`src/rtl/seq_mag_comp.sv`:
```
// Multi-cycle magnitude comparator: CHUNK bits per cycle, MSB chunk first, early exit.
// Optional two's-complement ordering when SEQ_COMP_SIGNED_EN is defined.
module seq_mag_comp #(
  parameter  int WIDTH  = 8,
  parameter  int CHUNK  = 2,
  localparam int NCHUNK = WIDTH / CHUNK,
  localparam int IW     = (NCHUNK > 1) ? $clog2(NCHUNK) : 1
) (
  input  logic             clk,
  input  logic             reset,
  input  logic             start,
  input  logic [WIDTH-1:0] a,
  input  logic [WIDTH-1:0] b,
  output logic             busy,
  output logic             done,
  output logic             aeqb,
  output logic             agtb,
  output logic             altb,
  output logic [IW-1:0]    diff_idx
);

  typedef enum logic {IDLE, CMP} state_t;

  localparam logic [IW-1:0] LAST_IDX = IW'(NCHUNK - 1);

`ifdef SEQ_COMP_SIGNED_EN
  localparam logic [WIDTH-1:0] SIGN_MASK = WIDTH'(1) << (WIDTH - 1);
`endif

  state_t           r_state, w_state_n;
  logic [WIDTH-1:0] r_a, r_b, w_a_n, w_b_n;
  logic [IW-1:0]    r_idx, w_idx_n;
  logic             r_busy, w_busy_n;
  logic             r_done, w_done_n;
  logic             r_aeqb, w_aeqb_n;
  logic             r_agtb, w_agtb_n;
  logic             r_altb, w_altb_n;
  logic [IW-1:0]    r_diff_idx, w_diff_idx_n;

  logic [WIDTH-1:0] w_sh_a, w_sh_b;
  logic [CHUNK-1:0] w_ca, w_cb;

  // Shift the current chunk to the top instead of a variable part-select.
  assign w_sh_a = r_a << (32'(r_idx) * CHUNK);
  assign w_sh_b = r_b << (32'(r_idx) * CHUNK);
  assign w_ca   = w_sh_a[WIDTH-1 -: CHUNK];
  assign w_cb   = w_sh_b[WIDTH-1 -: CHUNK];

  always_comb begin
    w_state_n    = r_state;
    w_a_n        = r_a;
    w_b_n        = r_b;
    w_idx_n      = r_idx;
    w_busy_n     = r_busy;
    w_done_n     = 1'b0;
    w_aeqb_n     = r_aeqb;
    w_agtb_n     = r_agtb;
    w_altb_n     = r_altb;
    w_diff_idx_n = r_diff_idx;
    unique case (r_state)
      IDLE: begin
        if (start) begin
`ifdef SEQ_COMP_SIGNED_EN
          // Offset-binary: flipping the sign bit makes unsigned order match signed order.
          w_a_n = a ^ SIGN_MASK;
          w_b_n = b ^ SIGN_MASK;
`else
          w_a_n = a;
          w_b_n = b;
`endif
          w_idx_n   = '0;
          w_busy_n  = 1'b1;
          w_state_n = CMP;
        end
      end
      CMP: begin
        if (w_ca != w_cb) begin
          w_aeqb_n     = 1'b0;
          w_agtb_n     = (w_ca > w_cb);
          w_altb_n     = (w_ca < w_cb);
          w_diff_idx_n = r_idx;
          w_busy_n     = 1'b0;
          w_done_n     = 1'b1;
          w_state_n    = IDLE;
        end else if (r_idx == LAST_IDX) begin
          w_aeqb_n     = 1'b1;
          w_agtb_n     = 1'b0;
          w_altb_n     = 1'b0;
          w_diff_idx_n = LAST_IDX;
          w_busy_n     = 1'b0;
          w_done_n     = 1'b1;
          w_state_n    = IDLE;
        end else begin
          w_idx_n = r_idx + IW'(1);
        end
      end
      default: w_state_n = IDLE;
    endcase
  end

  always_ff @(posedge clk) begin
    if (reset) begin
      r_state    <= IDLE;
      r_a        <= '0;
      r_b        <= '0;
      r_idx      <= '0;
      r_busy     <= 1'b0;
      r_done     <= 1'b0;
      r_aeqb     <= 1'b0;
      r_agtb     <= 1'b0;
      r_altb     <= 1'b0;
      r_diff_idx <= '0;
    end else begin
      r_state    <= w_state_n;
      r_a        <= w_a_n;
      r_b        <= w_b_n;
      r_idx      <= w_idx_n;
      r_busy     <= w_busy_n;
      r_done     <= w_done_n;
      r_aeqb     <= w_aeqb_n;
      r_agtb     <= w_agtb_n;
      r_altb     <= w_altb_n;
      r_diff_idx <= w_diff_idx_n;
    end
  end

  assign busy     = r_busy;
  assign done     = r_done;
  assign aeqb     = r_aeqb;
  assign agtb     = r_agtb;
  assign altb     = r_altb;
  assign diff_idx = r_diff_idx;

endmodule
```
`config.mk`:
```
export PLATFORM = sky130hd
export DESIGN_NAME = seq_mag_comp
export DESIGN_NICKNAME = d
export VERILOG_FILES = /design/src/rtl/seq_mag_comp.sv
export SDC_FILE = /design/constraint.sdc
export NUM_CORES = 1
export LEC_CHECK = 0
export ABC_AREA = 1
export BUFFER_PORTS_ARGS = -buffer_cell sky130_fd_sc_hd__buf_2
export CAP_MARGIN = 30
export CORE_ASPECT_RATIO = 1.4
export CORE_MARGIN = 4
export CORE_UTILIZATION = 30
export DETAILED_ROUTE_END_ITERATION = 6
export PLACE_DENSITY = 0.57
export SLEW_MARGIN = 10
export SYNTH_ARGS = -nofsm -noshare
export SYNTH_HDL_FRONTEND = slang
export SYNTH_SLANG_ARGS = --single-unit
```
`constraint.sdc`:
```
create_clock -name clk -period 3.28 [get_ports clk]
set_input_delay 0.328 -clock clk [delete_from_list [all_inputs] [get_ports clk]]
set_output_delay 0.328 -clock clk [all_outputs]
set_load 0.005 [all_outputs]
```
==> parameters.txt <==
Parameter                              Value

Timing
  Period minus WS final    1.913 ns
  Final Worst Setup Slack    1.367 ns
  Slew headroom    between 70% and 80%
  Setup total negative slack    0 ns
  Post-route fraction of the period consumed by the critical path    about 58%
  Setup repair after global routing missed its margin    no
  Least-Margin Pin Slew    approximately 0.43 ns
  Final Max Slew Viols    0
  Final setup vio count    0
  Top achievable clock speed    approximately 0.52 GHz
  Number of hold-slack violations in the final timing report    0
  Setup clock skew after layout    0.009559 ns

Cells and area
  Share of post-route cells with drive strength above 1    21.76%
  Total area of sequential cells    520.5 um2
  Commonest non-fill, non-tap cell in the layout    nor2_1
  Filler cell count    374
  Final layout net count    just under 200
  Final design instance area without fill    ~1300 um2
  Antenna diode instance count    0
  Commonest non-fill, non-tap cells in the layout    nor2_1, o21ai_0, dfxtp_1
  Post-synthesis to final-layout area growth    18.54%
  Multi-input logic area    523.0 um2

Floorplanning
  Total core area    roughly 3500 um2
  Effective utilization at floorplan    32.07%
  Horizontal die dimension    59.49 um
  Overall die area    4764 um2
  Number of rows in the core area    25
  Die height    80.09 um
  Top Ports    26

Pwr
  VDD IR max    slightly below 0.4 mV
  Reported leakage power    ~0.63 nW
  PwrDens    739.7 nW/um2

Run
  Maximum Capacitance Violations    0

Placed design
  Place WS    1.396 ns
  Area after DPL    1249 um2
  Final GP Congestion    0.7993
  Buffers added on ports    25
  Detail Placement HPWL    1.753 mm

GRT
  Via count of the first global-routing pass    889
  Peak-usage layer in the global routing report    met2
  Initial antenna violation count    0
  Final global-route overflow total    0
  Wire length of the first global-routing pass    around 3.8 mm
  Grt met2 use    17.29%
  Maximum number of pins on one net before global-route repair    19
  Met1 Use GR    around an eighth
  Global routing met3 resource utilization    2.251%
  GRT Total Usage    10.12%

CTS
  TritonCTS clock tree    built
  Reg clk slew, reported paths    0.09 ns
  Number of buffers added to fix hold violations after cts    0
  CTS H-tree lvls    1
  Post-CTS setup buffers    0
  Num CTS Buffers    3
  Maximum count of clock buffers along a single path    2
  Cells resized by post-CTS repair    0
  Clock Sinks    26
  Clock insertion delay at the later pin of the skew report    0.27 ns
  Root Buffer Master    clkbuf_8

Status
  Status    finished, final reports clean

Setup path
  Destination of the worst register-to-register timing path    altb
  Worst r2r src    r_idx[0]
  Endpoint arrival time on the critical path    2.12 ns
  Maximum fanout encountered on the critical timing path    11
  Worst reg2reg setup slack    1.37 ns
  FF-to-FF path depth    10
  Startpoint types    flip-flop
  Path type of the worst setup path    reg -> reg
  Cell at the slowest stage of the critical path    dfxtp_1
  Crit-path most repeated cell    nand2_1
  Type of destination of the critical path    flip-flop
  Required time at the worst-slack endpoint    3.49 ns
  List of cells traversed by the critical path    inv_2, o21ai_0, o22ai_1, ha_1, nand2_1, nand2_2, nand2_1, nor2_4, nand2_1, o21ai_0
  Maximum cell stage delay along the critical path    about 0.53 ns
  Cell class contributing the biggest share of worst-path delay    simple AND/OR/NAND/NOR gates
  Number of buffers and inverters on the critical path    1

Worst hold path
  Hold path depth    3
  Min-delay worst type    in -> reg
  Launch point of the worst hold path    b[5]
  Sink of the worst hold path    r_b[5]

Synthesis
  Total standard cell area after synthesis    1114 um2
  Flop and latch count out of synthesis    26
  Yosys warnings    0
  Nets in the synthesized netlist    168
  Area fraction of the dominant cell type after synthesis    46.74%
  Dominant cells by area after synthesis    dfxtp_1, nor2_1, o21ai_0
  Dominant cell type by area after synthesis    dfxtp_1
  Number of instances in the synthesized netlist    146
  Portion of the post-synthesis area used by sequential elements    46.74%
  Mean instance size in the synthesized netlist    7.627 um2
  Number of library cell types mapped by synthesis    20

Detailed routing
  Average vias per placed instance    4.676
  Residual DRC    0
  Overall via count from detail_route    982
  Final WL    2.333 mm
  Wirelength per Cell    11.11 um
  Drt first-iter violations    32
  Number of nets with antenna violations after routing    0
  Length of the first detailed-routing pass in iterations    4
## where the power goes
part           switching [W]  total, W  internal [W]
registers          0.0000462  0.000422      0.000376
logic               0.000178  0.000291      0.000113
clock network       0.000100  0.000263      0.000163
total               0.000324  0.000976      0.000653
## per-layer routing
layer,wire (um),up-vias
met3,132,4
met2,1126,22
met5,0,-
met1,1043,432
met4,31,0
li1,-,524
## cell type report
class,count,share of cell area (%)
clock inverter,1,2.275
timing repair buffer,25,9.479
clock buffer,3,3.128
inverter,8,2.275
tap,40,3.791
sequential,26,39.43
multi-input combinational,107,39.62
## state kept, by name (all words and copies together), names as in the netlist
signal and flops:
r_state 1, r_a 8, aeqb 1, busy 1, diff_idx 2, agtb 1, r_idx 2, r_b 8
altb 1, done 1
## worst max-delay path by stage
| stage | depth (start not counted) | slack [ns] | end | from |
|---|---|---|---|---|
| 2_1_floorplan | 11 | 1.62 | agtb | r_idx[0] |
| 3_3_place_gp | 8 | 1.42 | r_idx[1] | r_idx[0] |
| 3_5_place_dp | 10 | 1.40 | altb | r_idx[0] |
| 4_1_cts | 10 | 1.37 | altb | r_idx[0] |
| 5_1_grt | 9 | 1.17 | r_idx[1] | r_idx[0] |
| 6_report | 10 | 1.37 | altb | r_idx[0] |
## cells by family after synthesis
logic type                 Yosys count  share of synthesized area (%)
adders and majority gates            3                          3.371
buffers and inverters               13                          6.292
AOI/OAI and AO/OA                   36                          17.64
DFF                                 26                          46.74
and+or+nand+nor                     68                          25.96
## through the flow
step / hold WS [ns] / util [%] / power, W / std cells
2_1_floorplan: 0.3971 / - / 0.0006449 / 146
3_3_place_gp: 0.4359 / 35.96 / 0.0007160 / 206
3_5_place_dp: 0.4427 / 35.96 / 0.0007199 / 206
4_1_cts: 0.2713 / 38.02 / 0.0009854 / 210
5_1_grt: 0.2813 / 38.02 / 0.001045 / 210
6_report: 0.2669 / 38.02 / 0.0009764 / 210
## worst min-delay path, cell delays in order
cell and delay, ns:
buf_2 0.07, nor2_1 0.03, nor2_1 0.08
## cell usage after synthesis, drive strengths merged
library cell / count
a21oi: 3
buf: 5
dfxtp: 26
ha: 3
inv: 8
nand2: 18
nand3: 4
nor2: 46
o21a: 1
o21ai: 28
o22a: 2
o22ai: 2
No activity file was read; power rests on OpenSTA's default activity.
